<file path="src/rtl/jpeg_bitstream_packer.sv">
// Buffers Huffman symbol records and packs their code/amplitude segments MSB-first
// into a JPEG byte stream, with 0xFF/0x00 stuffing and 1-padding on flush.
module jpeg_bitstream_packer #(
    parameter int FIFO_DEPTH = 4
) (
    input  logic        clock,
    input  logic        reset,
    input  logic        jpeg_out_enable,
    input  logic        jpeg_out_end,
    input  logic [8:0]  jpeg_dc_out,
    input  logic [7:0]  jpeg_dc_out_length,
    input  logic [7:0]  jpeg_dc_code_list,
    input  logic [7:0]  jpeg_dc_code_size,
    input  logic [15:0] huffman_code,
    input  logic [7:0]  huffman_code_length,
    input  logic [7:0]  code_out,
    input  logic [7:0]  code_size_out,
    input  logic        flush_req,
    output logic [7:0]  byte_out,
    output logic        byte_valid,
    input  logic        byte_ready,
    output logic        in_ready,
    output logic        busy,
    output logic        flush_done,
    output logic        overflow,
    output logic [3:0]  debug_state
);
    localparam int AW = $clog2(FIFO_DEPTH);

    typedef enum logic [3:0] {
        S_IDLE, S_DC_CODE, S_DC_AMP, S_AC_CODE, S_AC_AMP,
        S_DRAIN, S_STUFF, S_PAD, S_FLUSH_DRAIN, S_FLUSH_STUFF
    } state_t;

    // Lengths are stored already saturated to their field widths.
    typedef struct packed {
        logic [8:0]  dc_code;
        logic [4:0]  dc_len;
        logic [7:0]  dc_amp;
        logic [4:0]  dc_size;
        logic [15:0] ac_code;
        logic [4:0]  ac_len;
        logic [7:0]  ac_amp;
        logic [4:0]  ac_size;
    } rec_t;

    function automatic logic [4:0] sat_len(input logic [7:0] len, input logic [4:0] lim);
        return (len > {3'b000, lim}) ? lim : len[4:0];
    endfunction

    rec_t          mem [FIFO_DEPTH];
    logic          first_mem [FIFO_DEPTH];
    logic [AW-1:0] wr_ptr, rd_ptr;
    logic [AW:0]   fifo_count;
    logic          first_flag;
    logic          full, empty, push, pop;
    rec_t          new_rec, cur;

    state_t        state, resume;
    logic [31:0]   acc;
    logic [5:0]    cnt;
    logic          flush_pending;

    logic [15:0]   seg_val;
    logic [4:0]    seg_len;
    logic [31:0]   seg_mask;
    logic [5:0]    shamt;
    logic [31:0]   acc_app;
    logic [5:0]    cnt_app;

    assign full  = (fifo_count == FIFO_DEPTH[AW:0]);
    assign empty = (fifo_count == '0);
    assign pop   = (state == S_IDLE) && !empty;
    // A pop in the same cycle frees a slot, so a strobe on a full FIFO still lands.
    assign push  = jpeg_out_enable && (!full || pop);

    always_comb begin
        new_rec.dc_code = jpeg_dc_out;
        new_rec.dc_len  = sat_len(jpeg_dc_out_length, 5'd9);
        new_rec.dc_amp  = jpeg_dc_code_list;
        new_rec.dc_size = sat_len(jpeg_dc_code_size, 5'd8);
        new_rec.ac_code = huffman_code;
        new_rec.ac_len  = sat_len(huffman_code_length, 5'd16);
        new_rec.ac_amp  = code_out;
        new_rec.ac_size = sat_len(code_size_out, 5'd8);
    end

    always_ff @(posedge clock) begin
        if (push) begin
            mem[wr_ptr]       <= new_rec;
            first_mem[wr_ptr] <= first_flag;
        end
    end

    always_ff @(posedge clock) begin
        if (reset) begin
            wr_ptr     <= '0;
            rd_ptr     <= '0;
            fifo_count <= '0;
            first_flag <= 1'b1;
            overflow   <= 1'b0;
        end else begin
            if (push) begin
                wr_ptr     <= wr_ptr + 1'b1;
                first_flag <= jpeg_out_end;
            end
            if (pop) rd_ptr <= rd_ptr + 1'b1;
            if (push && !pop) fifo_count <= fifo_count + 1'b1;
            else if (!push && pop) fifo_count <= fifo_count - 1'b1;
            if (jpeg_out_enable && !push) overflow <= 1'b1;
        end
    end

    // Valid bits sit left-aligned in acc; a new segment lands just below them.
    always_comb begin
        seg_val = '0;
        seg_len = '0;
        case (state)
            S_DC_CODE: begin seg_val = {7'b0, cur.dc_code}; seg_len = cur.dc_len;  end
            S_DC_AMP:  begin seg_val = {8'b0, cur.dc_amp};  seg_len = cur.dc_size; end
            S_AC_CODE: begin seg_val = cur.ac_code;         seg_len = cur.ac_len;  end
            S_AC_AMP:  begin seg_val = {8'b0, cur.ac_amp};  seg_len = cur.ac_size; end
            S_PAD: begin
                seg_val = 16'hFFFF;
                seg_len = (cnt[2:0] == 3'd0) ? 5'd0 : (5'd8 - {2'b00, cnt[2:0]});
            end
            default: ;
        endcase
        seg_mask = (32'h1 << seg_len) - 32'h1;
        shamt    = 6'd32 - cnt - {1'b0, seg_len};
        acc_app  = acc | (({16'h0000, seg_val} & seg_mask) << shamt);
        cnt_app  = cnt + {1'b0, seg_len};
    end

    always_ff @(posedge clock) begin
        if (reset) begin
            state         <= S_IDLE;
            resume        <= S_IDLE;
            acc           <= '0;
            cnt           <= '0;
            cur           <= '0;
            flush_pending <= 1'b0;
            flush_done    <= 1'b0;
        end else begin
            flush_done <= 1'b0;
            if (flush_req) flush_pending <= 1'b1;
            case (state)
                S_IDLE: begin
                    if (!empty) begin
                        cur   <= mem[rd_ptr];
                        state <= first_mem[rd_ptr] ? S_DC_CODE : S_AC_CODE;
                    end else if (flush_pending) begin
                        flush_pending <= 1'b0;
                        state         <= S_PAD;
                    end
                end
                S_DC_CODE, S_DC_AMP, S_AC_CODE, S_AC_AMP: begin
                    acc   <= acc_app;
                    cnt   <= cnt_app;
                    state <= S_DRAIN;
                    case (state)
                        S_DC_CODE: resume <= S_DC_AMP;
                        S_DC_AMP:  resume <= S_AC_CODE;
                        S_AC_CODE: resume <= S_AC_AMP;
                        default:   resume <= S_IDLE;
                    endcase
                end
                S_PAD: begin
                    acc   <= acc_app;
                    cnt   <= cnt_app;
                    state <= S_FLUSH_DRAIN;
                end
                S_DRAIN, S_FLUSH_DRAIN: begin
                    if (cnt >= 6'd8) begin
                        if (byte_ready) begin
                            acc <= {acc[23:0], 8'h00};
                            cnt <= cnt - 6'd8;
                            if (acc[31:24] == 8'hFF)
                                state <= (state == S_DRAIN) ? S_STUFF : S_FLUSH_STUFF;
                        end
                    end else if (state == S_DRAIN) begin
                        state <= resume;
                    end else begin
                        flush_done <= 1'b1;
                        state      <= S_IDLE;
                    end
                end
                S_STUFF:       if (byte_ready) state <= S_DRAIN;
                S_FLUSH_STUFF: if (byte_ready) state <= S_FLUSH_DRAIN;
                default:       state <= S_IDLE;
            endcase
        end
    end

    // Byte handshake: a byte moves on a rising edge with byte_valid & byte_ready;
    // while byte_ready is low, byte_valid and byte_out hold their values.
    assign byte_valid  = (((state == S_DRAIN) || (state == S_FLUSH_DRAIN)) && (cnt >= 6'd8))
                         || (state == S_STUFF) || (state == S_FLUSH_STUFF);
    assign byte_out    = ((state == S_STUFF) || (state == S_FLUSH_STUFF)) ? 8'h00 : acc[31:24];
    assign in_ready    = !full;
    assign busy        = !empty || (state != S_IDLE) || flush_pending;
    assign debug_state = state;
endmodule

</file>
<file path="config.mk">
export PLATFORM = sky130hd
export DESIGN_NAME = jpeg_bitstream_packer
export DESIGN_NICKNAME = d
export VERILOG_FILES = /design/src/rtl/jpeg_bitstream_packer.sv
export SDC_FILE = /design/constraint.sdc
export NUM_CORES = 1
export LEC_CHECK = 0
export CAP_MARGIN = 10
export CORE_UTILIZATION = 62
export CTS_CLUSTER_DIAMETER = 100
export DETAILED_ROUTE_END_ITERATION = 10
export PLACE_DENSITY = 0.84
export SKIP_CTS_REPAIR_TIMING = 1
export SLEW_MARGIN = 10
export SYNTH_ARGS = -nofsm -noshare
export SYNTH_HDL_FRONTEND = slang
export SYNTH_SLANG_ARGS = --single-unit
</file>
<file path="constraint.sdc">
create_clock -name clock -period 8.2 [get_ports clock]
set_input_delay 1.64 -clock clock [delete_from_list [all_inputs] [get_ports clock]]
set_output_delay 1.64 -clock clock [all_outputs]
set_load 0.03 [all_outputs]
</file>
==> results.md, run 1 <==
* Status: complete, no violations
* Post-Route Utilization at 72.6%
* I/O pin count at 96
* Family with the most delay on the worst path: compound AO/OA/AOI/OAI gates
* Row count at 60
* DP Area at 18200 sq um
* Simple-gate share of the synthesized area at 12.4%
* Final net count at 1589
* PnR worst setup slack at 2480 ps
* Tcrit/Tclk final at 69.7%
* Wire per inst at 25.9 um
* Worst Path Buf+Inv at 3
* Worst min path class: reg -> reg
* Maximum clock path buffer count at 3
* N_diodes at 0
* Syn Area/Cell at 12.1 sq um
* Peak Freq at 175 MHz
* CTS Buf Count at 37
* Hold_ws at 461 ps
* Fin area at 19600 sq um
* First-pass GRT wire length at 74400 um
* Slew of the pin with the lowest slew margin at 1040 ps
* Yosys reg bits at 367
* Root Buffer: clkbuf_16
* DR vias at 12600
* Data arrival, critical path at 6160 ps
* Final Hold Violating Endpoints at 0
* Initial antenna violation count at 0
* Initial drt markers at 1604
* Register clock-pin slew on the reported worst setup and hold paths at 60 ps
* Chip Width at 168 um
* Crit path kind: reg -> reg
* Place WS at 2620 ps
* Final Slew Violations at 0
* Critical path peak fanout at 28
* Mapped Area at 17000 sq um
* Largest family of logic cells by synthesized area: compound AO/OA/AOI/OAI gates
* CP endpoint kind: register
* Largest cells by area after synthesis: edfxtp_1, dfxtp_1, mux4_2
* Critical path cell sequence: buf_4, nand4b_1, o32ai_2, or2_1, inv_1, ha_1, ha_1, inv_1, or3_1, a221oi_1, a32oi_1, o211ai_1, nand3_1, a221oi_1
* Final min period at 5720 ps
* Most frequent cells after synthesis: edfxtp_1, nand2_1, dfxtp_1
* Normalized max-slew margin at 30.0%
* Post-synthesis sequential area ratio at 57.7%
* Compound-Gate Fraction of Synth Area at 14.3%
* Drc violations at 0
* Largest area contributor in the netlist: edfxtp_1
* Adder-cell share of the synthesized area at 2.09%
* MaxCap Viol Count at 0
* Number of endpoints failing setup at the final stage at 0
* Slowest stage cell on the critical path: dfxtp_1
* Via density at 6.78
* Slowest Stage Delay on Critical Path at 870 ps
* CP Data Required Time at 8640 ps
* Post-synth ARST share at 0%
* H-tree level count at 2
* Total gr overflow at 0
* Proportion of synthesized area in mux cells at 9.51%
* Vias in the first global route at 12500
* Initial Util at 63.2%
* HPWL after DPL at 30300 um
* Pre-antenna DRT Iters at 8
* Share of the synthesized area in the top cell type at 43.7%
* Largest net degree at the start of global routing at 65
* Die area at 28100 sq um
* Yosys warns at 0
* Antenna-violating nets left at 0
* Drt total wl at 48100 um
* Peak supply drop at 0.000344 V
* Pwr/cell area at 416 nW/um^2
* Area growth from synthesis to layout at 14.8%
* CTS tree: done
* Leak pwr at 6.45 nW
* Cells after synthesis at 1406
* Sink Count at 367
* Chip height at 168 um
* Port Buffers at 95
* Total core area at 27000 sq um
* GPL Wtd Cong at 0.957
* Critical Path Start Type: register
* Synth cell types at 102
* Most common cell in the netlist: edfxtp_1
* Number of synthesized flops with an enable pin at 248
* GRT Overall Usage at 35.0%
* Share of cells above drive strength 1 at 13.2%
* Setup_tns at 0 ps
* Worst-skew pair later-pin latency at 540 ps
* Top_reg_cell synth: edfxtp_1
* RSZ-0062 raised after global routing: no
* Clock Skews at 19.0 ps
* Synth Area in XOR/XNOR at 0.874%
## final cells by class
type	instances	area, sq um
flip-flops and latches	367	9830
fillers	1681	7390
repair buffers	118	1120
inverters	31	116
clock inverters	26	332
clock buffers	42	986
well taps	341	427
multi-input cells	929	6750
## per-stage QoR
step / std cells / total power [mW]
floorplan: 1417 / 5.03
global placement: 1786 / 6.16
detailed placement: 1786 / 6.20
CTS: 1854 / 8.06
global route: 1854 / 8.50
finish: 1854 / 8.14
## power breakdown
| group | internal [mW] | switching [mW] | total, mW | leakage, nW |
|---|---|---|---|---|
| clock | 1.09 | 0.736 | 1.83 | 0.645 |
| combinational | 1.21 | 2.54 | 3.76 | 2.59 |
| sequential | 2.29 | 0.261 | 2.55 | 3.22 |
## layout by cell type, fill, tap and decap left out, types with 27 or more instances in the layout
cell type,instances
edfxtp_1,248
nand2_1,179
dfxtp_1,117
a21oi_1,111
nor2_1,96
clkdlybuf4s50_1,94
mux4_2,63
o21ai_0,46
clkbuf_16,38
a211oi_1,27
## worst register-to-register path: cells and delay by family, from the launching register on
family | cells | cell delay, ps
AO/OA/AOI/OAI | 5 | 1480
AND/OR/NAND/NOR | 4 | 1240
adder cells (fa/ha/maj) | 2 | 1070
buffers and inverters | 3 | 950
flip-flops | 1 | 870
## path summary, 6_finish.rpt
| kind | startpoint | end | slack [ps] | depth (start not counted) |
|---|---|---|---|---|
| worst min-delay path | cur[44] | cur[44] | 460 | 2 |
| worst min register to register | cur[44] | cur[44] | 460 | 2 |
| worst max-delay path | debug_state[2] | acc[23] | 2480 | 14 |
| worst max register to register | debug_state[2] | acc[23] | 2480 | 14 |
## routing by layer
metal / vias to the layer above / GRT usage, % / wire [um]
met5: - / 0 / 0
met4: 0 / 13.1 / 1780
met3: 129 / 6.35 / 3910
met2: 695 / 57.9 / 23300
met1: 6196 / 46.5 / 19000
li1: 5546 / - / -
## sequential cells by signal, summed over array words and instances, names as in the netlist, named ones only
| register | count |
|---|---|
| cnt | 6 |
| mem | 244 |
| wr_ptr | 2 |
| resume | 3 |
| cur | 61 |
| flush_pending | 1 |
| first_flag | 1 |
| overflow | 1 |
| debug_state | 4 |
| rd_ptr | 2 |
| first_mem | 4 |
| acc | 32 |
| fifo_count | 3 |
| flush_done | 1 |
## kinds of logic after synthesis
family | Yosys count
simple gates | 442
other cells | 1
compound gates | 350
flops | 367
buf+inv | 121
xor+xnor | 17
mux | 82
fa+ha+maj | 26
(Power assumes the default switching activity.)
==> run 2, diff against run 1 <==
--- a/config.mk
+++ b/config.mk
@@ -6,10 +6,10 @@
 export NUM_CORES = 1
 export LEC_CHECK = 0
 export CAP_MARGIN = 10
-export CORE_UTILIZATION = 62
+export CORE_UTILIZATION = 54
 export CTS_CLUSTER_DIAMETER = 100
 export DETAILED_ROUTE_END_ITERATION = 10
-export PLACE_DENSITY = 0.84
+export PLACE_DENSITY = 0.78
 export SKIP_CTS_REPAIR_TIMING = 1
 export SLEW_MARGIN = 10
 export SYNTH_ARGS = -nofsm -noshare
==> constraint.sdc (replaced) <==
create_clock -name clock -period 5.25 [get_ports clock]
set_input_delay 1.05 -clock clock [delete_from_list [all_inputs] [get_ports clock]]
set_output_delay 1.05 -clock clock [all_outputs]
set_load 0.03 [all_outputs]
==> results.md, run 2 (same netlist as run 1, synthesis figures left out) <==
* Status: finished, violations left
* Clock Skews at 32.0 ps
* Antenna-violating nets left at 0
* DR vias at 12400
* I/O pin count at 96
* Normalized max-slew margin at 34.3%
* CP endpoint kind: register
* Overall power consumption at 12.5 mW
* Maximum clock path buffer count at 3
* MaxCap Viol Count at 0
* Critical Path Start Type: register
* Chip height at 180 um
* Worst min path class: reg -> reg
* First-pass GRT wire length at 69900 um
* Via density at 6.41
* Drt total wl at 44300 um
* RR Startpoint: debug_state[2]
* Vias in the first global route at 12200
* Root Buffer: clkbuf_16
* Setup_tns at 0 ps
* Commonest non-fill, non-tap cells in the layout: edfxtp_1, nand2_1, dfxtp_1
* CTS Buf Count at 38
* Number of endpoints failing setup at the final stage at 0
* Tcrit/Tclk final at 92.7%
* Slew of the pin with the lowest slew margin at 982 ps
* Reg with most FFs: mem
* Final Hold Violating Endpoints at 0
* Placed Instances at 1866
* Initial drt markers at 1335
* Final cell count without fillers at 1933
* Highest Signal Layer: met4
* Port Buffers at 95
* Wire per inst at 22.9 um
* Min-delay src: cur[54]
* Most common cell after layout, fill and taps aside: edfxtp_1
* Largest regs: mem (244), cur (61), acc (32)
* GPL Wtd Cong at 1.02
* Total core area at 30800 sq um
* CP Data Required Time at 5740 ps
* Peak Freq at 206 MHz
* Largest net degree at the start of global routing at 64
* RSZ-0062 raised after global routing: no
* Initial Util at 55.3%
* Pwr/cell area at 637 nW/um^2
* Leak pwr at 6.50 nW
* H-tree level count at 2
* Reg2reg setup slack at 380 ps
* Chip Width at 180 um
* Slowest Stage Delay on Critical Path at 740 ps
* Total gr overflow at 0
* DP Area at 18500 sq um
* N_diodes at 0
* Slowest stage cell on the critical path: dfxtp_1
* Initial antenna violation count at 0
* CTS tree: done
* Wl on met1 at 18300 um
* Data arrival, critical path at 5350 ps
* Max reg flops at 244
* Wire length on met2 at 21500 um
* Peak supply drop at 0.000613 V
* Pre-antenna DRT Iters at 9
* Final min period at 4870 ps
* Crit path kind: reg -> reg
* Share of cells above drive strength 1 at 14.1%
* WL met3 at 3070 um
* Critical path peak fanout at 22
* Hold_ws at 456 ps
* GRT Overall Usage at 27.8%
* Final Slew Violations at 0
* Failing checks: design-rule violations
* Sink Count at 367
* Setup crit start: debug_state[2]
* HPWL after DPL at 30400 um
* Area growth from synthesis to layout at 15.6%
* Final net count at 1615
* Fin area at 19700 sq um
* Register clock-pin slew on the reported worst setup and hold paths at 60 ps
* Worst-skew pair later-pin latency at 560 ps
* Row count at 64
* Die area at 32300 sq um
* Drc violations at 2
* Critical path cell sequence: buf_4, mux2_4, a32o_1, nor2_2, ha_1, fa_1, a21o_1, a21oi_1, xnor2_1, nor2_2, nand2_1, nor2_1, a31oi_1, nor2_1
run 2: changes by cell type in the layout (fill, tap and decap cells not counted), sizes merged:
cell / delta
buf: +25
bufinv: -5
clkbuf: +6
clkinv: -3
clkinvlp: -1
inv: +2
run 2: power breakdown:
part	internal [mW]	switching, mW	total, mW
Sequential	3.58	0.391	3.97
Clock	1.45	1.12	2.57
Combinational	2.10	3.90	6.00
run 2: area by class of cell:
| class | count | area [sq um] |
|---|---|---|
| inverters | 31 | 116 |
| fillers | 2277 | 11100 |
| repair buffers | 143 | 1320 |
| multi-input cells | 929 | 6740 |
| clock buffers | 48 | 988 |
| clock inverters | 19 | 196 |
| flip-flops and latches | 367 | 9830 |
| well taps | 396 | 495 |
run 2: path summary, 6_finish.rpt:
kind / end / cells past startpoint
setup / recovery: acc[3] / 14
hold / removal: cur[54] / 2
setup reg to reg: acc[3] / 14
hold reg to reg: cur[54] / 2
run 2: metal layers:
| layer | track usage [%] | vias to the layer above |
|---|---|---|
| li1 | - | 5587 |
| met1 | 37.8 | 6147 |
| met2 | 46.0 | 570 |
| met3 | 3.55 | 95 |
| met4 | 10.1 | 0 |
| met5 | 0 | - |
run 2: stage by stage:
step	utilization, %	setup slack, ps
floorplan	-	1150
global placement	60.0	554
detailed placement	60.0	420
CTS	63.9	410
global route	63.9	71.1
finish	63.9	385
run 2: worst max-delay path: cells and delay by family (launching register included):
kind                       cells  cell delay, ps
AOI/OAI and AO/OA              4             930
xor gates and xnor gates       1             210
adders and majority gates      2             930
buffers and inverters          1             330
DFF                            1             740
muxes                          1             330
and+or+nand+nor                5            1310
==> run 3, diff against run 2 <==
--- a/config.mk
+++ b/config.mk
@@ -9,7 +9,7 @@
 export CORE_UTILIZATION = 54
 export CTS_CLUSTER_DIAMETER = 100
 export DETAILED_ROUTE_END_ITERATION = 10
-export PLACE_DENSITY = 0.78
+export PLACE_DENSITY = 0.79
 export SKIP_CTS_REPAIR_TIMING = 1
 export SLEW_MARGIN = 10
 export SYNTH_ARGS = -nofsm -noshare
==> results.md, run 3 (same netlist as run 1, synthesis figures left out) <==
* Status: finished, violations left
* Failing checks: design-rule violations
* Pwr/cell area at 636 nW/um^2
* Root Buffer: clkbuf_16
* PnR worst setup slack at 443 ps
* Commonest non-fill, non-tap cells in the layout: edfxtp_1, nand2_1, dfxtp_1
* Hold_ws at 458 ps
* Chip Width at 180 um
* Placed Instances at 1865
* Slowest stage cell on the critical path: dfxtp_1
* Switching Fraction at 43.4%
* Fill cells at 2282
* Area growth from synthesis to layout at 15.4%
* Drt total wl at 46000 um
* Crit path kind: reg -> reg
* Psw at 5.43 mW
* Sink Count at 367
* Most common cell after layout, fill and taps aside: edfxtp_1
* Critical Path Start Type: register
* Normalized max-slew margin at 33.6%
* Multi-input logic area at 6740 sq um
* Fin area at 19700 sq um
* N_diodes at 0
* Drc violations at 1
* Largest regs: mem (244), cur (61), acc (32)
* Final min period at 4810 ps
* Reg with most FFs: mem
* CP Data Required Time at 5720 ps
* Wire per inst at 23.8 um
* Share of cells above drive strength 1 at 13.9%
* H-tree level count at 2
* RSZ-0062 raised after global routing: no
* First-pass GRT wire length at 72100 um
* Place WS at 580 ps
* HPWL after DPL at 31000 um
* Family with the most delay on the worst path: simple AND/OR/NAND/NOR gates
* CTS tree: done
* MaxCap Viol Count at 0
* Tcrit/Tclk final at 91.6%
* I/O pin count at 96
* Die area at 32300 sq um
* Worst-skew pair later-pin latency at 540 ps
* Combinational share of power at 47.8%
* Slowest Stage Delay on Critical Path at 760 ps
* Maximum clock path buffer count at 3
* Total core area at 30800 sq um
* Number of endpoints failing setup at the final stage at 0
* Data arrival, critical path at 5270 ps
* Initial Util at 55.3%
* CP endpoint kind: register
* Part of the power in registers at 31.6%
* Port Buffers at 95
* GPL Wtd Cong at 0.976
* Reg area at 9830 sq um
* Largest net degree at the start of global routing at 67
* DP Area at 18500 sq um
* Total gr overflow at 0
* Worst min path class: reg -> reg
* Slew of the pin with the lowest slew margin at 991 ps
* Critical path cell sequence: or3b_4, o22ai_4, nor2_4, inv_2, ha_1, inv_1, ha_1, fa_1, a21o_1, a21oi_1, xnor2_1, nor2_1, nand2_1, nor2_1, a31oi_1, nor2_1
* Critical path peak fanout at 19
* Worst Path Buf+Inv at 2
* Antenna-violating nets left at 0
* Register clock-pin slew on the reported worst setup and hold paths at 70 ps
* Clock network power share at 20.6%
* Vias in the first global route at 12300
* Max reg flops at 244
* Leak pwr at 6.49 nW
* Initial drt markers at 1182
* GRT Overall Usage at 29.0%
* Final net count at 1613
* Peak Freq at 208 MHz
* Pre-antenna DRT Iters at 9
* Crit-path most repeated cell: nor2_1
* Final cell count without fillers at 1932
* Initial antenna violation count at 0
* Setup_tns at 0 ps
* Chip height at 180 um
* Final Hold Violating Endpoints at 0
* Clock Skews at 14.2 ps
* Peak supply drop at 0.000430 V
* Row count at 64
* CTS Buf Count at 37
* Via density at 6.36
* DR vias at 12300
* Total internal power at 7.07 mW
* Final Slew Violations at 0
run 3: cell types whose count changed in the layout (fill, tap and decap cells not counted), sizes merged:
cell	delta
buf	-1
clkbuf	-2
clkinv	+5
clkinvlp	-1
inv	-2
run 3: metal layers:
| metal | part of all wire (%) | track usage [%] | vias to the layer above | wire length, um |
|---|---|---|---|---|
| li1 | - | - | 5580 | - |
| met5 | 0 | 0 | - | 0 |
| met3 | 6.7 | 5.27 | 100 | 3090 |
| met1 | 42 | 38.9 | 6096 | 19200 |
| met2 | 48 | 47.3 | 502 | 22100 |
| met4 | 3.4 | 10.7 | 0 | 1570 |
run 3: worst min-delay path, stage by stage, from the launching register on:
cell and delay (ps):
dfxtp_1 310, nand2_1 50, a21oi_1 50
run 3: metrics by stage:
| step | power [mW] | utilization (%) |
|---|---|---|
| after floorplan | 7.86 | - |
| after global placement | 9.83 | 60.0 |
| after detailed placement | 9.83 | 60.0 |
| after CTS | 12.4 | 63.8 |
| after global routing | 13.2 | 63.8 |
| final | 12.5 | 63.8 |
run 3: area by class of cell:
cell class	instances	share of cell area, %
inverter	31	0.592
tap	396	2.52
clock inverter	21	0.872
multi-input combinational	929	34.3
clock buffer	46	5.09
sequential	367	50.0
timing repair buffer	142	6.62
run 3: worst paths after layout:
check             slack (ps)  cells past startpoint      end      startpoint
setup / recovery         440                     16   acc[3]  debug_state[3]
setup reg to reg         440                     16   acc[3]  debug_state[3]
hold / removal           460                      2  cur[19]         cur[19]
hold reg to reg          460                      2  cur[19]         cur[19]
run 3: power by group through the flow:
| stage | sequential (mW) | combinational [mW] | clock [mW] |
|---|---|---|---|
| 6_report | 3.95 | 5.97 | 2.58 |
| 3_5_place_dp | 4.00 | 5.83 | 0 |
| 4_1_cts | 3.95 | 5.87 | 2.61 |
| 3_3_place_gp | 3.98 | 5.85 | 0 |
| 2_1_floorplan | 3.82 | 4.04 | 0 |
| 5_1_grt | 4.00 | 6.47 | 2.73 |
